==> src/rtl/uart_pkg.sv <==
// Shared types and constants for the memory-mapped UART transmitter.
package uart_pkg;

  // Transmitter FSM states.
  typedef enum logic [1:0] {
    IDLE  = 2'd0,
    START = 2'd1,
    DATA  = 2'd2,
    STOP  = 2'd3
  } uart_state_t;

  // Register word offsets from the base address.
  localparam int unsigned REG_DATA   = 0;
  localparam int unsigned REG_STATUS = 1;

  // STATUS register bit positions.
  localparam int unsigned STAT_BUSY   = 0;
  localparam int unsigned STAT_FULL   = 1;
  localparam int unsigned STAT_OVF    = 2;
  localparam int unsigned STAT_CNT_LO = 3;
  localparam int unsigned STAT_CNT_HI = 7;

endpackage

==> src/rtl/mmio_uart_tx_if.sv <==
// CPU data-memory bus as seen by the UART transmitter.
//
// Bus semantics: there is no valid/ready pair. The peripheral accepts every
// cycle. The address presented on a cycle is a read. When mem_we is also high
// in that cycle, it is a write as well. rd_data/rd_sel answer the address of
// the previous cycle. The CPU never stalls on this peripheral.
interface mmio_uart_tx_if;
  logic        mem_we;
  logic [14:0] mem_addr;
  logic [15:0] mem_in;
  logic [15:0] rd_data;
  logic        rd_sel;

  modport master (
    output mem_we, mem_addr, mem_in,
    input  rd_data, rd_sel
  );

  modport slave (
    input  mem_we, mem_addr, mem_in,
    output rd_data, rd_sel
  );
endinterface

==> src/rtl/sync_fifo.sv <==
// Single-clock FIFO with first-word-fall-through output.
// A push into a full FIFO is accepted only when a pop happens in the same cycle.
module sync_fifo #(
  parameter int WIDTH = 8,
  parameter int DEPTH = 16,
  localparam int AW = (DEPTH > 1) ? $clog2(DEPTH) : 1,
  localparam int CW = AW + 1
) (
  input  logic             clk,
  input  logic             rst,
  input  logic             push,
  input  logic             pop,
  input  logic [WIDTH-1:0] din,
  output logic [WIDTH-1:0] dout,
  output logic             full,
  output logic             empty,
  output logic [CW-1:0]    count
);

  logic [WIDTH-1:0] r_mem [DEPTH];
  logic [AW-1:0]    r_wr_ptr;
  logic [AW-1:0]    r_rd_ptr;
  logic [CW-1:0]    r_count;
  logic             w_do_push;
  logic             w_do_pop;

  assign full      = (r_count == CW'(DEPTH));
  assign empty     = (r_count == '0);
  assign count     = r_count;
  assign dout      = r_mem[r_rd_ptr];
  assign w_do_pop  = pop && !empty;
  assign w_do_push = push && (!full || w_do_pop);

  // Storage array: written on accepted pushes, no reset needed.
  always_ff @(posedge clk) begin
    if (w_do_push) begin
      r_mem[r_wr_ptr] <= din;
    end
  end

  // Pointer and occupancy bookkeeping.
  always_ff @(posedge clk or posedge rst) begin
    if (rst) begin
      r_wr_ptr <= '0;
      r_rd_ptr <= '0;
      r_count  <= '0;
    end else begin
      if (w_do_push) begin
        r_wr_ptr <= r_wr_ptr + AW'(1);
      end
      if (w_do_pop) begin
        r_rd_ptr <= r_rd_ptr + AW'(1);
      end
      case ({w_do_push, w_do_pop})
        2'b10:   r_count <= r_count + CW'(1);
        2'b01:   r_count <= r_count - CW'(1);
        default: r_count <= r_count;
      endcase
    end
  end

endmodule

==> src/rtl/mmio_uart_tx.sv <==
// Memory-mapped 8N1 UART transmitter: address decode, STATUS/read-data
// registers, byte FIFO and serialiser FSM.
module mmio_uart_tx
  import uart_pkg::*;
#(
  parameter logic [14:0] BASE_ADDR    = 15'h7FF0,
  parameter int          CLKS_PER_BIT = 16,
  parameter int          FIFO_DEPTH   = 16
) (
  input  logic         clk,
  input  logic         rst,
  mmio_uart_tx_if.slave bus,
  output logic         tx,
  output logic         tx_busy,
  output uart_state_t  dbg_state
);

  localparam int          BW          = (CLKS_PER_BIT > 1) ? $clog2(CLKS_PER_BIT) : 1;
  localparam logic [BW-1:0] BAUD_RELOAD = BW'(CLKS_PER_BIT - 1);
  localparam int          AW          = (FIFO_DEPTH > 1) ? $clog2(FIFO_DEPTH) : 1;
  localparam int          CW          = AW + 1;
  localparam logic [14:0] ADDR_DATA   = BASE_ADDR + 15'(REG_DATA);
  localparam logic [14:0] ADDR_STATUS = BASE_ADDR + 15'(REG_STATUS);

  uart_state_t   r_state;
  logic [BW-1:0] r_cnt;
  logic [7:0]    r_shift;
  logic [2:0]    r_bit_idx;
  logic          r_tx;
  logic          r_ovf;
  logic [15:0]   r_rd_data;
  logic          r_rd_sel;

  logic          w_hit_data;
  logic          w_hit_status;
  logic          w_push_req;
  logic          w_pop;
  logic          w_ovf_set;
  logic          w_ovf_clr;
  logic [7:0]    w_dout;
  logic          w_full;
  logic          w_empty;
  logic [CW-1:0] w_count;
  logic          w_busy;
  logic [15:0]   w_status;
  logic          w_unused_din;

  assign w_hit_data   = (bus.mem_addr == ADDR_DATA);
  assign w_hit_status = (bus.mem_addr == ADDR_STATUS);
  assign w_push_req   = bus.mem_we && w_hit_data;
  assign w_ovf_clr    = bus.mem_we && w_hit_status && bus.mem_in[STAT_OVF];
  // A full FIFO only drops the byte when nothing leaves it this cycle.
  assign w_ovf_set    = w_push_req && w_full && !w_pop;
  assign w_unused_din = ^bus.mem_in[15:8];

  // The FSM takes a byte when idle, or at the end of a stop bit for zero-gap framing.
  assign w_pop = !w_empty &&
                 ((r_state == IDLE) || ((r_state == STOP) && (r_cnt == '0)));

  assign w_busy      = !w_empty || (r_state != IDLE);
  assign tx_busy     = w_busy;
  assign tx          = r_tx;
  assign dbg_state   = r_state;
  assign bus.rd_data = r_rd_data;
  assign bus.rd_sel  = r_rd_sel;

  sync_fifo #(
    .WIDTH (8),
    .DEPTH (FIFO_DEPTH)
  ) u_fifo (
    .clk   (clk),
    .rst   (rst),
    .push  (w_push_req),
    .pop   (w_pop),
    .din   (bus.mem_in[7:0]),
    .dout  (w_dout),
    .full  (w_full),
    .empty (w_empty),
    .count (w_count)
  );

  // STATUS word assembled from the current (pre-edge) state.
  always_comb begin
    w_status                          = '0;
    w_status[STAT_BUSY]               = w_busy;
    w_status[STAT_FULL]               = w_full;
    w_status[STAT_OVF]                = r_ovf;
    w_status[STAT_CNT_HI:STAT_CNT_LO] = 5'(w_count);
  end

  // Sticky overflow flag; a new overflow beats a simultaneous clear.
  always_ff @(posedge clk or posedge rst) begin
    if (rst) begin
      r_ovf <= 1'b0;
    end else begin
      r_ovf <= w_ovf_set | (r_ovf & ~w_ovf_clr);
    end
  end

  // Registered read path, one cycle behind the address, aligned with RAM data.
  always_ff @(posedge clk or posedge rst) begin
    if (rst) begin
      r_rd_data <= '0;
      r_rd_sel  <= 1'b0;
    end else begin
      r_rd_sel  <= w_hit_data || w_hit_status;
      r_rd_data <= w_hit_status ? w_status : 16'h0000;
    end
  end

  // Serialiser: start bit, 8 data bits LSB first, stop bit; tx comes from a flop.
  always_ff @(posedge clk or posedge rst) begin
    if (rst) begin
      r_state   <= IDLE;
      r_cnt     <= '0;
      r_shift   <= '0;
      r_bit_idx <= '0;
      r_tx      <= 1'b1;
    end else begin
      case (r_state)
        IDLE: begin
          if (!w_empty) begin
            r_shift <= w_dout;
            r_cnt   <= BAUD_RELOAD;
            r_tx    <= 1'b0;
            r_state <= START;
          end
        end
        START: begin
          if (r_cnt == '0) begin
            r_cnt     <= BAUD_RELOAD;
            r_bit_idx <= '0;
            r_tx      <= r_shift[0];
            r_state   <= DATA;
          end else begin
            r_cnt <= r_cnt - BW'(1);
          end
        end
        DATA: begin
          if (r_cnt == '0) begin
            r_cnt     <= BAUD_RELOAD;
            r_shift   <= {1'b0, r_shift[7:1]};
            r_bit_idx <= r_bit_idx + 3'd1;
            if (r_bit_idx == 3'd7) begin
              r_tx    <= 1'b1;
              r_state <= STOP;
            end else begin
              r_tx <= r_shift[1];
            end
          end else begin
            r_cnt <= r_cnt - BW'(1);
          end
        end
        STOP: begin
          if (r_cnt == '0) begin
            if (!w_empty) begin
              r_shift <= w_dout;
              r_cnt   <= BAUD_RELOAD;
              r_tx    <= 1'b0;
              r_state <= START;
            end else begin
              r_state <= IDLE;
            end
          end else begin
            r_cnt <= r_cnt - BW'(1);
          end
        end
        default: begin
          r_state <= IDLE;
          r_tx    <= 1'b1;
        end
      endcase
    end
  end

endmodule

==> src/flat_wrapper.sv <==
// flat-port wrapper written by rule: the top's interface ports become plain ports
module mmio_uart_tx_flat import uart_pkg::*;
#(
  parameter logic [14:0] BASE_ADDR    = 15'h7FF0,
  parameter int          CLKS_PER_BIT = 16,
  parameter int          FIFO_DEPTH   = 16
)
  (clk, rst, tx, tx_busy, dbg_state, bus_mem_we, bus_mem_addr, bus_mem_in, bus_rd_data, bus_rd_sel);
  mmio_uart_tx_if bus_i ();
  input  logic clk;
  input  logic rst;
  output logic tx;
  output logic tx_busy;
  output uart_state_t dbg_state;
  input wire logic [$bits(bus_i.mem_we)-1:0] bus_mem_we;
  input wire logic [$bits(bus_i.mem_addr)-1:0] bus_mem_addr;
  input wire logic [$bits(bus_i.mem_in)-1:0] bus_mem_in;
  output wire logic [$bits(bus_i.rd_data)-1:0] bus_rd_data;
  output wire logic [$bits(bus_i.rd_sel)-1:0] bus_rd_sel;
  assign bus_i.mem_we = bus_mem_we;
  assign bus_i.mem_addr = bus_mem_addr;
  assign bus_i.mem_in = bus_mem_in;
  assign bus_rd_data = bus_i.rd_data;
  assign bus_rd_sel = bus_i.rd_sel;
  mmio_uart_tx #(.BASE_ADDR(BASE_ADDR), .CLKS_PER_BIT(CLKS_PER_BIT), .FIFO_DEPTH(FIFO_DEPTH)) u_core (.clk(clk), .rst(rst), .bus(bus_i), .tx(tx), .tx_busy(tx_busy), .dbg_state(dbg_state));
endmodule
==> config.mk <==
export PLATFORM = sky130hd
export DESIGN_NAME = mmio_uart_tx_flat
export DESIGN_NICKNAME = d
export VERILOG_FILES = /design/src/rtl/uart_pkg.sv /design/src/rtl/mmio_uart_tx_if.sv /design/src/rtl/sync_fifo.sv /design/src/rtl/mmio_uart_tx.sv /design/src/flat_wrapper.sv
export SDC_FILE = /design/constraint.sdc
export NUM_CORES = 1
export LEC_CHECK = 0
export CAP_MARGIN = 20
export CORE_MARGIN = 4
export CORE_UTILIZATION = 50
export DETAILED_ROUTE_END_ITERATION = 16
export GPL_TIMING_DRIVEN = 0
export PLACE_DENSITY_LB_ADDON = 0.2
export SYNTH_ARGS = -nofsm -noshare
export SYNTH_HDL_FRONTEND = slang
export SYNTH_SLANG_ARGS = --single-unit
==> constraint.sdc <==
create_clock -name clk -period 4.3 [get_ports clk]
set_input_delay 0.86 -clock clk [delete_from_list [all_inputs] [get_ports clk]]
set_output_delay 0.86 -clock clk [all_outputs]
set_load 0.02 [all_outputs]
==> Word-level counts from Yosys, hierarchy flattened <==
Memory sizes are Yosys's and may differ from the RTL's.
Cells that the tools add are included.
{ "totals": {"elab_cells": 91, "mem_bits_ro": 0, "ram_bits": 128, "latch_bits": 0, "out_inout_bits": 21, "ff_bits": 49, "n_memories": 1, "inputBits": 34} }
{ "mem_list": {"columns": ["name", "depth", "width", "rd", "rd_clocked_by_memory_dff", "wr", "line_no", "text"], "rows": [
  ["u_core.u_fifo.r_mem", 16, 8, 1, 0, 1, "sync_fifo.sv:20", "logic [WIDTH-1:0] r_mem [DEPTH];"]
]} }
{ "op_classes": {"n_lt_le_gt_ge": 0, "div_mod_pow": 0, "addsub": 6, "reduce_logical": 28, "n_bitwise": 3, "n_mul": 0, "n_eq_ne": 14, "n_shift": 0, "n_mux": 28} }
{ "ops": {"columns": ["op", "n"], "rows": [
  ["$mux W8", 4],
  ["$eq A15 B15 Y1 const B", 2],
  ["$pmux W8 S3", 1],
  ["$mux W4", 3],
  ["$pmux W4 S3", 1],
  ["$mux W2", 5],
  ["$pmux W5 S2", 1],
  ["$logic_and A1 B1 Y1", 9],
  ["$reduce_and A3 Y1", 3],
  ["$add A4 B1 Y4 const B", 2],
  ["$mux W1", 8],
  ["$pmux W2 S4", 1],
  ["$eq A2 B2 Y1 const B", 3],
  ["$mux W3", 2],
  ["$ne A2 B1 Y1 const B", 3],
  ["$pmux W3 S2", 1],
  ["$reduce_bool A2 Y1", 3],
  ["$add A5 B1 Y5 const B", 1],
  ["$eq A5 B5 Y1 const B", 1],
  ["$logic_not A5 Y1", 1],
  ["$reduce_and A5 Y1", 1],
  ["$sub A5 B1 Y5 const B", 1],
  ["$eq A2 B1 Y1 const B", 2],
  ["$logic_not A4 Y1", 1],
  ["13 further kinds", 19]
]} }

==> Logic depth before layout (Yosys ltp) <==
Gate-level depths: netlist of the first run.
{ "depth": {"depth_word": 9, "depth_mapped": 15, "depth_no_buf": 14} }

==> Hierarchy <==
From an unflattened synthesis of the first run, not the netlist that was laid out.
{ "unflattened": {"hier_cells": 454, "area_unflattened_um2": 7337.0} }
{ "by_module_without_submodules": {"columns": ["module", "cells_per_inst", "n_inst", "area_per_inst_um2", "seq_area_each_um2"], "rows": [
  ["sync_fifo", 296, 1, 5749.3, 4169.0],
  ["mmio_uart_tx", 158, 1, 1587.8, 701.9]
]} }

==> Worst setup path after synthesis of the first run <==
No wires, ideal clock.
{ "synth_path": {"path_kind": "input port to flip-flop", "startpoint": "input port bus_mem_addr[1]", "endpoint": "register u_core.u_fifo.r_count[4], in the netlist u_core.u_fifo.count[4]", "path_buffers": 1, "setup_time_ps": 80, "t_required_ps": 4220, "slack_ps": 926, "path_stages": 12, "arrival_time_ps": 3294, "cell_sequence": "or4b_1 nor4_2 and4bb_1 buf_6 inv_4 ha_1 ha_1 nor2b_1 o21ai_0 a21oi_1 nor3_1 xnor2_1"} }
{ "synth_via": {"elab_chain_len": 5, "word_cells_on_any_way": 7, "cone_classes": "3 x eq/ne; 1 x mux; 3 x reduce/logical"} }
{ "synth_lines": {"columns": ["item", "line_no", "text"], "rows": [
  ["start, declared", "flat_wrapper.sv:16", "input wire logic [$bits(bus_i.mem_addr)-1:0] bus_mem_addr;"],
  ["$eq A15 B15 Y1 (*)", "mmio_uart_tx.sv:48", "assign w_hit_data = (bus.mem_addr == ADDR_DATA);"],
  ["$logic_and A1 B1 Y1 (*)", "mmio_uart_tx.sv:50", "assign w_push_req = bus.mem_we && w_hit_data;"],
  ["$logic_and A1 B1 Y1 (*)", "sync_fifo.sv:32", "assign w_do_push = push && (!full || w_do_pop);"],
  ["$eq A2 B1 Y1 / $eq A2 B2 Y1 (equally long branches)", "sync_fifo.sv:54", "case ({w_do_push, w_do_pop})"],
  ["$pmux W5 S2 / $reduce_bool A2 Y1 (equally long branches)", null, null],
  ["end signal, assigned", "sync_fifo.sv:55", "2'b10: r_count <= r_count + CW'(1);"],
  ["end signal, assigned", "sync_fifo.sv:56", "2'b01: r_count <= r_count - CW'(1);"],
  ["end signal, assigned", "sync_fifo.sv:57", "default: r_count <= r_count;"],
  ["end, declared", "sync_fifo.sv:23", "logic [CW-1:0] r_count;"]
]} }
Mark *: on every way between the ends. The rest lies on a longest branch, timed or not.
A chain may end at the register's enable or synchronous reset.

==> Worst setup path in the final report of the first run <==
Same ends and word-level chain as after synthesis.

==> results of run 1 <==
[per-stage QoR]
step / instances / util
5_1_grt: 709 / 0.607
2_1_floorplan: 453 / -
3_3_place_gp: 671 / 0.558
3_5_place_dp: 675 / 0.562
4_1_cts: 707 / 0.605
6_report: 709 / 0.607
[power groups by stage]
stage / Sequential [mW] / Clock [mW] / Combinational, mW
2_1_floorplan: 1.79 / 0 / 0.0189
3_3_place_gp: 1.79 / 0 / 0.0583
3_5_place_dp: 1.79 / 0 / 0.0612
4_1_cts: 1.76 / 1.61 / 0.0611
5_1_grt: 1.76 / 1.67 / 0.0668
6_report: 1.76 / 1.58 / 0.0611
[final timing paths]
kind                                      startpoint                               endpoint  cells past startpoint
setup / recovery                     bus_mem_addr[1]     u_core.u_fifo.count[4]$_DFFE_PP0P_                     13
hold / removal                u_core.r_ovf$_DFF_PP0_                 u_core.r_ovf$_DFF_PP0_                      2
setup reg to reg           u_core.r_cnt[0]$_DFF_PP0_     u_core.u_fifo.count[4]$_DFFE_PP0P_                     15
max in group asynchronous                        rst  u_core.u_fifo.r_rd_ptr[1]$_DFFE_PP0P_                      2
min in group asynchronous                        rst        u_core.dbg_state[1]$_DFFE_PP0P_                      2
hold reg to reg               u_core.r_ovf$_DFF_PP0_                 u_core.r_ovf$_DFF_PP0_                      2
[per-layer routing]
layer | global-route usage | vias up
met2 | 0.293 | 113
met1 | 0.274 | 2122
met5 | 0 | -
met4 | 0.0568 | 0
li1 | - | 1844
met3 | 0.0496 | 15
[logic make-up after synthesis]
family,after synthesis
flops,169
simple gates,84
compound gates,76
buf+inv,49
mux,38
fa+ha+maj,19
xor+xnor,10
other cells,1
[cell type report]
class / instances / area, um2
plain buffers: 28 / 149
clock buffers: 20 / 437
clock inverters: 12 / 173
fillers: 1083 / 5500
inverters: 21 / 81.3
multi-input cells: 235 / 2120
flip-flops and latches: 169 / 4870
well taps: 180 / 225
repair buffers: 44 / 429
[synthesized netlist by cell type, types with 4 or more instances]
library cell	instances	area, um2
dfrtp_1	40	1000
edfxtp_1	128	3840
inv_1	20	75.1
nand2_1	19	71.3
nor2_1	19	71.3
a22oi_1	15	113
mux4_2	32	721
ha_1	18	225
buf_4	8	60.1
o21ai_0	15	75.1
nor4_1	5	31.3
and3_1	8	50.1
buf_2	5	25.0
xnor2_1	7	61.3
mux2i_1	4	40.0
a21oi_1	25	125
nand4_1	4	25.0
clkbuf_1	12	45.0
and2_1	12	75.1
[placed cells by master (no fill, tap or decap), types with 5 or more instances in the layout]
cell type | synthesis | layout
edfxtp_1 | 128 | 128
a22oi_1 | 15 | 15
inv_1 | 20 | 19
conb_1 | 1 | 8
nor2_1 | 19 | 19
clkbuf_1 | 12 | 15
buf_4 | 8 | 13
and2_1 | 12 | 12
and3_1 | 8 | 8
dfrtp_1 | 40 | 40
a21oi_1 | 25 | 25
buf_2 | 5 | 5
ha_1 | 18 | 18
clkbuf_16 | 0 | 17
clkdlybuf4s50_1 | 0 | 38
nand2_1 | 19 | 19
xnor2_1 | 7 | 7
o21ai_0 | 15 | 15
mux4_2 | 32 | 32
nor4_2 | 1 | 5
[state kept, by name (all words and copies together), names as in the netlist]
name,cells
u_core.r_shift,8
u_core.dbg_state,2
u_core.u_fifo.r_rd_ptr,4
u_core.r_bit_idx,3
u_core.bus.rd_sel,1
u_core.tx,1
u_core.u_fifo.count,5
u_core.r_cnt,4
u_core.r_ovf,1
u_core.bus.rd_data,8
u_core.u_fifo.r_mem,128
u_core.u_fifo.r_wr_ptr,4
[critical path: stages]
cell,delay [ns]
clkdlybuf4s50_1,0.39
or4b_1,0.53
nor4_2,0.36
and4bb_1,0.30
buf_6,0.15
inv_4,0.06
ha_1,0.24
ha_1,0.33
nor2b_1,0.14
o21ai_0,0.20
a21oi_1,0.10
nor3_1,0.30
xnor2_1,0.15
==> flow_summary.toml, run 1 <==
[route]
routed_via_density = 5.77
wl_met3_um = 815
via_count = 4094
wirelength_um = 14700
ant_nets = 0
met2_length_um = 7180
drt_first_pass_iters = 5
drtIter0Drc = 542
topRoutingLayerUsed = "met4"
route.detailed.drc = 0
wl_met1_um = 6540
wire_per_inst_um = 20.8

[clock_network]
cts_tree = "done"
h-tree-depth = 4
cts.reportedPaths.clkPinSlew_ns = 0.06
cts-buffers-inserted = 17
cts_num_sinks = 169
cts_buffer_depth = 2
postCtsHoldBufs = 0
cts_setup_buffers = 0
clk_latency_ns = 0.43
root_buffer = "clkbuf_16"
cts_resized = 0

[pwr]
swShare = 0.190
clock_power_share = 0.465
peakVddDrop_v = 0.000270
p_per_area_nw_per_um2 = 401
combPwrFrac = 0.018
internal_power_mw = 2.76
p_total_mw = 3.40
switchingPower_mw = 0.648
p_leak_nw = 3.05
p_seq_frac = 0.517

[critical_path]
r2r_slack_ns = 0.69
endpoint_kind = "flip-flop"
cp.required_ns = 4.65
critPathKind = "in -> reg"
path_max_fanout = 8
cp.arrival_ns = 4.12
start_kind = "input port"

[placement]
dp_slack_ns = 0.0884
gp_congestion = 0.776
hpwlAfterDp_um = 9890
place_area_um2 = 7860
portBuffers = 38

[timing]
slew_headroom = 0.389
hold_ws_ns = 0.514
grt_setup_unrepaired = "false"
fmax_mhz = 265
worst_pin_slew_ns = 0.913
hold_viol_final = 0
final.period_utilization = 0.876
fin_setup_tns_ns = 0
final-setup-viol-count = 0
fin_ws_ns = 0.533
fin_crit_ns = 3.77
fin_worst_skew_ns = 0.00839
slew_violations = 0

[grt]
grt_max_degree = 42
antenna_found_initial = 0
overflow = 0
grt_pass1_vias = 4148
grt_usage = 0.192
grt_pass1_wl_um = 23100

[final_layout]
finalInstanceArea_um2 = 8490
area.growth.synth_to_final_pct = 18.3
nets = 569
drive_gt1_frac = 0.178
diodes = 0

[synth]
muxShareOfSynthArea = 0.109
synth-compound-area-share = 0.0682
synth-seq-cells = 169
yosys.cell_types.count = 51
yosys.area_share.simple = 0.0642
synth_xor_area_frac = 0.0122
synthArstFlopShare = 0.243
synth_area_per_cell_um2 = 16.1
netlist_instances = 446
yosysSeqAreaShare = 0.679
synth_top_family_by_area = "multiplexers"
synth_area_um2 = 7170
synthFlopType = "edfxtp_1"
synth_adder_area_share = 0.0342
synth_edf_count = 128
yosysWarnings = 0

[die]
die_area_um2 = 16300
dieHeight_um = 128
fp.dieW_um = 128
ioPinCount = 55
core.rowCount = 43
initial_core_util = 0.513
core_area_um2 = 14000

[run]
drv_cap = 0

[status]
status = "finished clean"

[hold_path]
holdCritPathClass = "reg -> reg"
No activity file was read; power rests on OpenSTA's default activity.
==> run 2, diff against run 1 <==
--- a/config.mk
+++ b/config.mk
@@ -11,6 +11,7 @@
 export DETAILED_ROUTE_END_ITERATION = 16
 export GPL_TIMING_DRIVEN = 0
 export PLACE_DENSITY_LB_ADDON = 0.2
+export SKIP_LAST_GASP = 1
 export SYNTH_ARGS = -nofsm -noshare
 export SYNTH_HDL_FRONTEND = slang
 export SYNTH_SLANG_ARGS = --single-unit
==> results of run 2 <==
Same layout as run 1: the final DEF is identical, and so are final timing and power.
